[config.mk]
export PLATFORM = sky130hd
export DESIGN_NAME = regfile_write_arbiter_flat
export DESIGN_NICKNAME = d
export VERILOG_FILES = /design/src/rtl/regfile_write_arbiter_if.sv /design/src/rtl/regfile_write_arbiter.sv /design/src/flat_wrapper.sv
export SDC_FILE = /design/constraint.sdc
export NUM_CORES = 1
export LEC_CHECK = 0
export CAP_MARGIN = 25
export CORE_AREA = 2 2 120 122
export CTS_CLUSTER_SIZE = 40
export DETAILED_ROUTE_END_ITERATION = 8
export DIE_AREA = 0 0 122 124
export GPL_ROUTABILITY_DRIVEN = 0
export GPL_TIMING_DRIVEN = 0
export PLACE_DENSITY = 0.76
export SYNTH_ARGS = -nofsm -noshare
export SYNTH_HDL_FRONTEND = slang
export SYNTH_SLANG_ARGS = --single-unit
[constraint.sdc]
create_clock -name clk_i -period 5.8 [get_ports clk_i]
set_clock_uncertainty 0.15 [all_clocks]
set_input_delay 1.45 -clock clk_i [delete_from_list [all_inputs] [get_ports clk_i]]
set_output_delay 1.45 -clock clk_i [all_outputs]
set_load 0.005 [all_outputs]
[src/rtl/regfile_write_arbiter_if.sv]
// Writeback bus between the two requesters, the register file write port and
// the hazard unit. The requester/hazard side uses master, the arbiter uses slave.
interface regfile_write_arbiter_if #(
  parameter int DATA_W = 32,
  parameter int ADDR_W = 5,
  parameter int CNT_W  = 8
);
  logic              req0_valid;
  logic              req0_ready;
  logic [ADDR_W-1:0] req0_addr;
  logic [DATA_W-1:0] req0_data;
  logic              req1_valid;
  logic              req1_ready;
  logic [ADDR_W-1:0] req1_addr;
  logic [DATA_W-1:0] req1_data;
  logic              wr_en;
  logic [ADDR_W-1:0] wr_addr;
  logic [DATA_W-1:0] wr_data;
  logic              grant_id;
  logic [ADDR_W-1:0] rs_addr;
  logic [ADDR_W-1:0] rt_addr;
  logic              rs_pending;
  logic              rt_pending;
  logic [CNT_W-1:0]  zero_drop_cnt;

  modport master (
    output req0_valid, req0_addr, req0_data,
    output req1_valid, req1_addr, req1_data,
    output rs_addr, rt_addr,
    input  req0_ready, req1_ready,
    input  wr_en, wr_addr, wr_data, grant_id,
    input  rs_pending, rt_pending, zero_drop_cnt
  );

  modport slave (
    input  req0_valid, req0_addr, req0_data,
    input  req1_valid, req1_addr, req1_data,
    input  rs_addr, rt_addr,
    output req0_ready, req1_ready,
    output wr_en, wr_addr, wr_data, grant_id,
    output rs_pending, rt_pending, zero_drop_cnt
  );
endinterface

[src/rtl/regfile_write_arbiter.sv]
// Two-requester writeback arbiter for the register file write port:
// 1-entry holding buffer per port, age-first then round-robin grant, $zero suppression.
module regfile_write_arbiter #(
  parameter int DATA_W = 32,
  parameter int ADDR_W = 5,
  parameter int CNT_W  = 8
) (
  input logic                    clk_i,
  input logic                    rst_i,
  regfile_write_arbiter_if.slave bus_io
);

  logic [1:0]        in_valid;
  logic [ADDR_W-1:0] in_addr [2];
  logic [DATA_W-1:0] in_data [2];
  logic [1:0]        ready;
  logic [1:0]        acc;
  logic [1:0]        gnt;
  logic              gnt_any;
  logic              gnt_id;

  logic [1:0]        hold_v_q, hold_v_d;
  logic [ADDR_W-1:0] hold_addr_q [2];
  logic [ADDR_W-1:0] hold_addr_d [2];
  logic [DATA_W-1:0] hold_data_q [2];
  logic [DATA_W-1:0] hold_data_d [2];

  // older_q names the holder that has waited longer; tie_q marks a same-edge load.
  logic              older_q, older_d;
  logic              tie_q, tie_d;
  logic              rr_last_q, rr_last_d;

  logic              wr_en_q, wr_en_d;
  logic [ADDR_W-1:0] wr_addr_q, wr_addr_d;
  logic [DATA_W-1:0] wr_data_q, wr_data_d;
  logic              grant_id_q, grant_id_d;
  logic [CNT_W-1:0]  zero_cnt_q, zero_cnt_d;

  assign in_valid   = {bus_io.req1_valid, bus_io.req0_valid};
  assign in_addr[0] = bus_io.req0_addr;
  assign in_addr[1] = bus_io.req1_addr;
  assign in_data[0] = bus_io.req0_data;
  assign in_data[1] = bus_io.req1_data;

  always_comb begin
    gnt_any = hold_v_q[0] | hold_v_q[1];
    gnt_id  = 1'b0;
    if (hold_v_q[0] && hold_v_q[1]) begin
      gnt_id = tie_q ? ~rr_last_q : older_q;
    end else if (hold_v_q[1]) begin
      gnt_id = 1'b1;
    end
    gnt[0] = gnt_any && !gnt_id;
    gnt[1] = gnt_any && gnt_id;
  end

  // Ready looks at this cycle's grant so a draining buffer refills on the same edge.
  for (genvar gi = 0; gi < 2; gi++) begin : g_port
    assign ready[gi] = !rst_i && (!hold_v_q[gi] || gnt[gi]);
    assign acc[gi]   = in_valid[gi] && ready[gi];
  end

  always_comb begin
    for (int p = 0; p < 2; p++) begin
      hold_v_d[p]    = hold_v_q[p];
      hold_addr_d[p] = hold_addr_q[p];
      hold_data_d[p] = hold_data_q[p];
      if (acc[p]) begin
        hold_v_d[p]    = 1'b1;
        hold_addr_d[p] = in_addr[p];
        hold_data_d[p] = in_data[p];
      end else if (gnt[p]) begin
        hold_v_d[p] = 1'b0;
      end
    end
  end

  // A lone load leaves the other (still valid) holder as the older one.
  always_comb begin
    older_d   = older_q;
    tie_d     = tie_q;
    rr_last_d = gnt_any ? gnt_id : rr_last_q;
    if (acc[0] && acc[1]) begin
      tie_d = 1'b1;
    end else if (acc[0]) begin
      tie_d   = 1'b0;
      older_d = 1'b1;
    end else if (acc[1]) begin
      tie_d   = 1'b0;
      older_d = 1'b0;
    end
  end

  always_comb begin
    wr_en_d    = 1'b0;
    wr_addr_d  = wr_addr_q;
    wr_data_d  = wr_data_q;
    grant_id_d = grant_id_q;
    zero_cnt_d = zero_cnt_q;
    if (gnt_any) begin
      wr_addr_d  = hold_addr_q[gnt_id];
      wr_data_d  = hold_data_q[gnt_id];
      grant_id_d = gnt_id;
      wr_en_d    = (hold_addr_q[gnt_id] != '0);
      if (hold_addr_q[gnt_id] == '0 && zero_cnt_q != '1) begin
        zero_cnt_d = zero_cnt_q + CNT_W'(1);
      end
    end
  end

  always_ff @(posedge clk_i or posedge rst_i) begin
    if (rst_i) begin
      hold_v_q   <= '0;
      for (int p = 0; p < 2; p++) begin
        hold_addr_q[p] <= '0;
        hold_data_q[p] <= '0;
      end
      older_q    <= 1'b0;
      tie_q      <= 1'b0;
      rr_last_q  <= 1'b1;
      wr_en_q    <= 1'b0;
      wr_addr_q  <= '0;
      wr_data_q  <= '0;
      grant_id_q <= 1'b0;
      zero_cnt_q <= '0;
    end else begin
      hold_v_q   <= hold_v_d;
      for (int p = 0; p < 2; p++) begin
        hold_addr_q[p] <= hold_addr_d[p];
        hold_data_q[p] <= hold_data_d[p];
      end
      older_q    <= older_d;
      tie_q      <= tie_d;
      rr_last_q  <= rr_last_d;
      wr_en_q    <= wr_en_d;
      wr_addr_q  <= wr_addr_d;
      wr_data_q  <= wr_data_d;
      grant_id_q <= grant_id_d;
      zero_cnt_q <= zero_cnt_d;
    end
  end

  function automatic logic pending(input logic [ADDR_W-1:0] a);
    return (a != '0) &&
           ((hold_v_q[0] && hold_addr_q[0] == a) ||
            (hold_v_q[1] && hold_addr_q[1] == a) ||
            (wr_en_q && wr_addr_q == a));
  endfunction

  assign bus_io.req0_ready    = ready[0];
  assign bus_io.req1_ready    = ready[1];
  assign bus_io.wr_en         = wr_en_q;
  assign bus_io.wr_addr       = wr_addr_q;
  assign bus_io.wr_data       = wr_data_q;
  assign bus_io.grant_id      = grant_id_q;
  assign bus_io.zero_drop_cnt = zero_cnt_q;
  assign bus_io.rs_pending    = pending(bus_io.rs_addr);
  assign bus_io.rt_pending    = pending(bus_io.rt_addr);

endmodule

[src/flat_wrapper.sv]
// flat-port wrapper written by rule: the top's interface ports become plain ports
module regfile_write_arbiter_flat 
#(
  parameter int DATA_W = 32,
  parameter int ADDR_W = 5,
  parameter int CNT_W  = 8
)
  (clk_i, rst_i, bus_io_req0_valid, bus_io_req0_addr, bus_io_req0_data, bus_io_req1_valid, bus_io_req1_addr, bus_io_req1_data, bus_io_rs_addr, bus_io_rt_addr, bus_io_req0_ready, bus_io_req1_ready, bus_io_wr_en, bus_io_wr_addr, bus_io_wr_data, bus_io_grant_id, bus_io_rs_pending, bus_io_rt_pending, bus_io_zero_drop_cnt);
  regfile_write_arbiter_if #(.DATA_W(DATA_W), .ADDR_W(ADDR_W), .CNT_W(CNT_W)) bus_io_i ();
  input logic clk_i;
  input logic rst_i;
  input wire logic [$bits(bus_io_i.req0_valid)-1:0] bus_io_req0_valid;
  input wire logic [$bits(bus_io_i.req0_addr)-1:0] bus_io_req0_addr;
  input wire logic [$bits(bus_io_i.req0_data)-1:0] bus_io_req0_data;
  input wire logic [$bits(bus_io_i.req1_valid)-1:0] bus_io_req1_valid;
  input wire logic [$bits(bus_io_i.req1_addr)-1:0] bus_io_req1_addr;
  input wire logic [$bits(bus_io_i.req1_data)-1:0] bus_io_req1_data;
  input wire logic [$bits(bus_io_i.rs_addr)-1:0] bus_io_rs_addr;
  input wire logic [$bits(bus_io_i.rt_addr)-1:0] bus_io_rt_addr;
  output wire logic [$bits(bus_io_i.req0_ready)-1:0] bus_io_req0_ready;
  output wire logic [$bits(bus_io_i.req1_ready)-1:0] bus_io_req1_ready;
  output wire logic [$bits(bus_io_i.wr_en)-1:0] bus_io_wr_en;
  output wire logic [$bits(bus_io_i.wr_addr)-1:0] bus_io_wr_addr;
  output wire logic [$bits(bus_io_i.wr_data)-1:0] bus_io_wr_data;
  output wire logic [$bits(bus_io_i.grant_id)-1:0] bus_io_grant_id;
  output wire logic [$bits(bus_io_i.rs_pending)-1:0] bus_io_rs_pending;
  output wire logic [$bits(bus_io_i.rt_pending)-1:0] bus_io_rt_pending;
  output wire logic [$bits(bus_io_i.zero_drop_cnt)-1:0] bus_io_zero_drop_cnt;
  assign bus_io_i.req0_valid = bus_io_req0_valid;
  assign bus_io_i.req0_addr = bus_io_req0_addr;
  assign bus_io_i.req0_data = bus_io_req0_data;
  assign bus_io_i.req1_valid = bus_io_req1_valid;
  assign bus_io_i.req1_addr = bus_io_req1_addr;
  assign bus_io_i.req1_data = bus_io_req1_data;
  assign bus_io_i.rs_addr = bus_io_rs_addr;
  assign bus_io_i.rt_addr = bus_io_rt_addr;
  assign bus_io_req0_ready = bus_io_i.req0_ready;
  assign bus_io_req1_ready = bus_io_i.req1_ready;
  assign bus_io_wr_en = bus_io_i.wr_en;
  assign bus_io_wr_addr = bus_io_i.wr_addr;
  assign bus_io_wr_data = bus_io_i.wr_data;
  assign bus_io_grant_id = bus_io_i.grant_id;
  assign bus_io_rs_pending = bus_io_i.rs_pending;
  assign bus_io_rt_pending = bus_io_i.rt_pending;
  assign bus_io_zero_drop_cnt = bus_io_i.zero_drop_cnt;
  regfile_write_arbiter #(.DATA_W(DATA_W), .ADDR_W(ADDR_W), .CNT_W(CNT_W)) u_core (.clk_i(clk_i), .rst_i(rst_i), .bus_io(bus_io_i));
endmodule
==> results of run 1 <==
==> final cells by class <==
class / instances / area [um^2] / area share
plain buffers: 21 / 113 / 0.0146
multi-input cells: 282 / 2180 / 0.283
clock buffers: 25 / 475 / 0.0617
well taps: 180 / 225 / 0.0292
repair buffers: 139 / 1410 / 0.183
inverters: 4 / 20.0 / 0.00260
flip-flops and latches: 126 / 3150 / 0.409
clock inverters: 6 / 133 / 0.0172
==> flip-flops by register name (all words and copies together) (netlist names) <==
name                         count
u_core.bus_io.grant_id           1
u_core.bus_io.wr_addr            5
u_core.bus_io.wr_data           32
u_core.bus_io.wr_en              1
u_core.bus_io.zero_drop_cnt      8
u_core.hold_addr_q              10
u_core.hold_data_q              64
u_core.hold_v_q                  2
u_core.older_q                   1
u_core.rr_last_q                 1
u_core.tie_q                     1
==> worst max-delay path, stage by stage <==
cell             delay (ns)
clkdlybuf4s50_1        0.53
xor2_1                 0.21
nor4_1                 0.31
and3_1                 0.21
a31oi_1                0.04
a21oi_1                0.15
clkdlybuf4s50_1        0.55
==> power breakdown <==
| group | internal, uW | switching [uW] |
|---|---|---|
| Sequential | 1060 | 139 |
| Clock | 739 | 355 |
| Combinational | 374 | 234 |
| Total | 2170 | 728 |
==> worst max-delay path by stage <==
stage / end / slack [ns] / depth (start not counted)
floorplan: u_core.bus_io.grant_id$_DFFE_PP0N_ / 0.85 / 1
global placement: u_core.bus_io.wr_data[18]$_DFFE_PP0N_ / -0.83 / 2
detailed placement: bus_io_rs_pending / 0.81 / 7
CTS: bus_io_rs_pending / 0.80 / 7
global route: bus_io_rs_pending / 0.67 / 7
finish: bus_io_rs_pending / 0.75 / 7
==> stage by stage <==
step / setup TNS (ns) / total power (uW) / utilization / std cells
after floorplan: 0 / 1470 / - / 433
after global placement: -103.00 / 1790 / 0.515 / 751
after detailed placement: 0 / 1820 / 0.517 / 752
after CTS: 0 / 2930 / 0.562 / 783
after global routing: 0 / 3050 / 0.562 / 783
final: 0 / 2900 / 0.562 / 783
==> placed cells by master, fill, tap and decap left out, drive strengths merged, types with 3 or more instances in the layout <==
| cell | n |
|---|---|
| nor2b | 3 |
| dfrtp | 125 |
| buf | 14 |
| mux2 | 77 |
| ha | 3 |
| bufinv | 4 |
| nand2 | 74 |
| mux2i | 6 |
| nor4 | 9 |
| xnor2 | 7 |
| clkdlybuf4s50 | 138 |
| or4 | 4 |
| nand3 | 5 |
| o21ai | 7 |
| xor2 | 30 |
| clkbuf | 33 |
| a22oi | 32 |
| nor2 | 7 |
| inv | 4 |
| a31oi | 4 |
==> per-layer routing <==
layer | part of all wire | routed length (um)
met3 | 0.069 | 920
met4 | 0.013 | 172
met1 | 0.44 | 5860
met2 | 0.48 | 6470
met5 | 0 | 0
==> cells by family (layout without fill, tap and decap cells) <==
group           count (synthesis)  count (layout)  share of synthesized area
flops                         126             126                      0.578
xor+xnor                       37              37                     0.0593
compound gates                 49              49                     0.0651
buf+inv                        25             195                     0.0234
mux                            83              83                      0.173
simple gates                  110             110                     0.0949
fa+ha+maj                       3               3                    0.00688
==> flow_summary.toml, run 1 <==
[outcome]
status = "complete, no violations"

[pwr]
powerDensity_mw_per_mm2 = 376
p_leak_uw = 0.00335
max-vdd-ir-drop_mv = 0.246

[global_routing]
grt_usage = 0.188
grt_util_met1 = 0.236
antenna_found_initial = 0
top_usage_layer = "met2"
grt_start_max_net_pins = 66
grt_overflow = 0
grt_pass1_vias = 4159
met2_usage = 0.308
gr-usage-met3 = 0.0627
grt_pass1_wl_um = 21300

[clocking]
h-tree-depth = 4
clock_sinks = 126
ctsHoldBuffers = 0
clk_pin_slew_ns = 0.05
cts-buffers-inserted = 17
cts_setup_buffers = 0
clk_latency_ns = 0.41
ctsResizeCount = 0
cts_root_buffer = "clkbuf_16"
cts_buffer_depth = 2
cts_tree = "yes"

[logic_synthesis]
synthesis.nets = 524
synthTopCellsByArea = "dfrtp_1 57%, mux2_2 12%, nand2_1 5.1%"
synthArstFlopShare = 1.00
synthesis.area_mm2 = 0.00546
ys_seq_area_frac = 0.578
synth_edf_count = 0
synthTopCellsByCount = "125 x dfrtp_1, 74 x nand2_1, 60 x mux2_2"
ys_ff_latch = 126
yosys.cell_types.count = 39
synth_flop_cell = "dfrtp_1"
synth_top_area_cell = "dfrtp_1"
synth_most_common_cell = "dfrtp_1"
synth_warnings = 0
synthCells = 433
postSynthAreaPerCell_um2 = 12.6
synth_top_area_share = 0.573

[setup_path]
r2r-end = "u_core.bus_io.wr_data[4]$_DFFE_PP0N_"
critPathLaunchType = "primary input"
crit_type = "primary input to output pin"
reg2reg_slack_ns = 3.47
crit_required_ns = 4.20
worstSetupEndpointType = "output pin"
cp_max_fo = 4
timing.rr.start = "u_core.hold_v_q[1]$_DFFE_PP0P_"
r2r_cells = 6
crit_arrival_ns = 3.45
crit_path_start = "bus_io_rs_addr[1]"

[layout]
syn2layout_area_growth_pct = 41.2
nets = 682
design_area_mm2 = 0.00771
fillers = 1188
antenna_cells = 0
drive_gt1_frac = 0.186

[sta]
relSlewSlack = 0.602
hold_slack_ns = 0.311
fmax_mhz = 198
rsz0062_at_grt = "no"
slew_viol_final = 0
setup-violations-final = 0
fin_ws_ns = 0.755
period_share = 0.870
hold_viol_final = 0
final.min_clock_period_ns = 5.05
worst_slew_pin_slew_ns = 0.597

[placement]
pre_cts_slack_ns = 0.810
portBuffers = 138
dpl_cell_area_mm2 = 0.00710
dp_hpwl_um = 9490

[floorplan]
die_h_um = 124
num_io_pins = 139
die_area_mm2 = 0.0151
core_mm2 = 0.0137
start_util = 0.398
rows = 43
die_w_um = 122

[hold_path]
hold_path_class = "flop to flop"
holdPathStages = 2
holdPathEnd = "u_core.bus_io.wr_data[12]$_DFFE_PP0N_"
hp-start = "u_core.hold_data_q[44]$_DFFE_PP0P_"

[drt]
detail-route-antenna-nets = 0
drt_pass1_iterations = 4
wl_um = 13400
drt-wirelength-per-cell_um = 17.1
routed_via_density = 5.00
first_iter_violations = 227
drcViolationCount = 0
vias = 3913

[run]
timing.max_cap.violations = 0
Power figures use the tool's default switching activity.
==> run 2, diff against run 1 <==
--- a/config.mk
+++ b/config.mk
@@ -6,13 +6,14 @@
 export NUM_CORES = 1
 export LEC_CHECK = 0
 export CAP_MARGIN = 25
-export CORE_AREA = 2 2 120 122
+export CORE_AREA = 2 2 109 111
 export CTS_CLUSTER_SIZE = 40
 export DETAILED_ROUTE_END_ITERATION = 8
-export DIE_AREA = 0 0 122 124
+export DIE_AREA = 0 0 111 113
 export GPL_ROUTABILITY_DRIVEN = 0
 export GPL_TIMING_DRIVEN = 0
-export PLACE_DENSITY = 0.76
+export PLACE_DENSITY = 0.88
+export SLEW_MARGIN = 10
 export SYNTH_ARGS = -nofsm -noshare
 export SYNTH_HDL_FRONTEND = slang
 export SYNTH_SLANG_ARGS = --single-unit
==> flow_summary.toml, run 2 (synthesis gave the netlist of run 1 again) <==
[layout]
layout_commonest_cell = "clkdlybuf4s50_1"
final_util = 0.684
layout_common_cells = "138 x clkdlybuf4s50_1, 125 x dfrtp_1, 74 x nand2_1, 60 x mux2_2, 32 x a22oi_1"
antenna_cells = 0
design_area_mm2 = 0.00771
largest_reg_flops = 64
drive_gt1_frac = 0.197
syn2layout_area_growth_pct = 41.2
nets = 682
final_cells = 747
regMostFlops = "u_core.hold_data_q"

[clocking]
clock_sinks = 126
clk_pin_slew_ns = 0.05
cts-buffers-inserted = 17
ctsHoldBuffers = 0
cts_setup_buffers = 0
clk_latency_ns = 0.40
ctsResizeCount = 0
cts_root_buffer = "clkbuf_16"
cts_buffer_depth = 2
h-tree-depth = 4
cts_tree = "yes"

[pwr]
powerDensity_mw_per_mm2 = 384
power_switching_uw = 757
pwr-share-clk = 0.390
switching_share = 0.255
p_leak_uw = 0.00338
max-vdd-ir-drop_mv = 0.235
p_comb_frac = 0.206
intPower_uw = 2210
seqPwrFrac = 0.404

[placement]
dp.cells = 715
dpl_cell_area_mm2 = 0.00705
dp_hpwl_um = 9230
portBuffers = 138

[sta]
hold_slack_ns = 0.319
final.min_clock_period_ns = 4.95
fmax_mhz = 202
relSlewSlack = 0.554
rsz0062_at_grt = "no"
slew_viol_final = 0
setup-violations-final = 0
period_share = 0.853
worst_slew_pin_slew_ns = 0.667
hold_viol_final = 0

[floorplan]
num_io_pins = 139
die_w_um = 111
rows = 39
core_mm2 = 0.0113
die_h_um = 113
die_area_mm2 = 0.0125
start_util = 0.484

[global_routing]
grt_overflow = 0
grt_pass1_wl_um = 21600
grt_usage = 0.220
antenna_found_initial = 0
grt_start_max_net_pins = 67
grt_pass1_vias = 4315

[outcome]
status = "complete, no violations"

[setup_path]
crit_type = "primary input to output pin"
cp_max_fo = 4
crit_arrival_ns = 3.35
crit_required_ns = 4.20
slowest_stage = "clkdlybuf4s50_1"
path_buf_inv = 2
critPathLaunchType = "primary input"
worstPathCellList = "clkdlybuf4s50_1, xor2_1, nor4_1, and3_1, a31oi_1, a21oi_1, clkdlybuf4s50_1"
crit_family = "buffers and inverters"
cpPeakStageDelay_ns = 0.52
worstSetupEndpointType = "output pin"
cp_common_cell = "clkdlybuf4s50_1"

[drt]
first_iter_violations = 203
vias = 3944
drcViolationCount = 0
detail-route-antenna-nets = 0
drt_pass1_iterations = 7
drt-wirelength-per-cell_um = 17.7
wl_um = 13200
routed_via_density = 5.28

[run]
timing.max_cap.violations = 0

[hold_path]
hold_path_class = "flop to flop"
[run 2: path summary, 6_finish.rpt]
check                                                   startpoint  slack, ns  cells after the start                                     to
min in group asynchronous                                    rst_i       1.42                      2      u_core.hold_addr_q[1]$_DFFE_PP0P_
worst max-delay path                             bus_io_rt_addr[3]       0.85                      7                      bus_io_rt_pending
worst min register to register  u_core.hold_data_q[62]$_DFFE_PP0P_       0.32                      2  u_core.bus_io.wr_data[30]$_DFFE_PP0N_
worst max register to register      u_core.hold_v_q[1]$_DFFE_PP0P_       3.48                      6   u_core.bus_io.wr_data[7]$_DFFE_PP0N_
worst min-delay path            u_core.hold_data_q[62]$_DFFE_PP0P_       0.32                      2  u_core.bus_io.wr_data[30]$_DFFE_PP0N_
max in group asynchronous                                    rst_i       3.35                      3           u_core.rr_last_q$_DFFE_PP1N_
[run 2: final cells by class]
type | instances | area (um^2)
fill | 826 | 3560
sequential | 126 | 3150
multi-input combinational | 282 | 2180
timing repair buffer | 139 | 1410
clock buffer | 18 | 439
clock inverter | 14 | 216
tap | 143 | 179
buffer | 21 | 113
inverter | 4 | 20.0
[run 2: through the flow]
step / setup WS, ns / total power, uW / TNS [ns]
final: 0.851 / 2960 / 0
after global routing: 0.709 / 3100 / 0
after CTS: 0.858 / 2990 / 0
after floorplan: 0.846 / 1470 / 0
after global placement: -0.685 / 1780 / -85.00
after detailed placement: 0.865 / 1820 / 0
[run 2: power groups by stage]
stage / clock [uW] / sequential (uW) / combinational [uW]
finish: 1160 / 1200 / 611
global route: 1210 / 1220 / 666
CTS: 1170 / 1200 / 621
detailed placement: 0 / 1210 / 614
global placement: 0 / 1190 / 589
floorplan: 0 / 1180 / 288
[run 2: worst reg2reg max path, delay by kind of cell (launching register included)]
family / cells / cell delay (ns)
AO/OA/AOI/OAI: 2 / 0.50
buffers and inverters: 3 / 1.20
flip-flops: 1 / 0.32
AND/OR/NAND/NOR: 1 / 0.10
[run 2: per-layer routing]
| metal | routed length [um] | GRT usage | vias to the layer above |
|---|---|---|---|
| met5 | 0 | 0 | - |
| met4 | 215 | 0.0775 | 0 |
| met3 | 699 | 0.0621 | 18 |
| met2 | 6800 | 0.382 | 129 |
| met1 | 5480 | 0.265 | 1968 |
| li1 | - | - | 1829 |
==> run 3, diff against run 2 <==
==> constraint.sdc (replaced) <==
create_clock -name clk_i -period 5.8 [get_ports clk_i]
set_clock_uncertainty 0.15 [all_clocks]
set_input_delay 0.87 -clock clk_i [delete_from_list [all_inputs] [get_ports clk_i]]
set_output_delay 0.87 -clock clk_i [all_outputs]
set_load 0.005 [all_outputs]
==> results of run 3 <==
Same layout as run 2 (identical final DEF). Status: complete, no violations.
Among the figures that moved: setup slack after placement 0.865 ns -> 2.03 ns; setup slack after layout 0.851 ns -> 2.01 ns
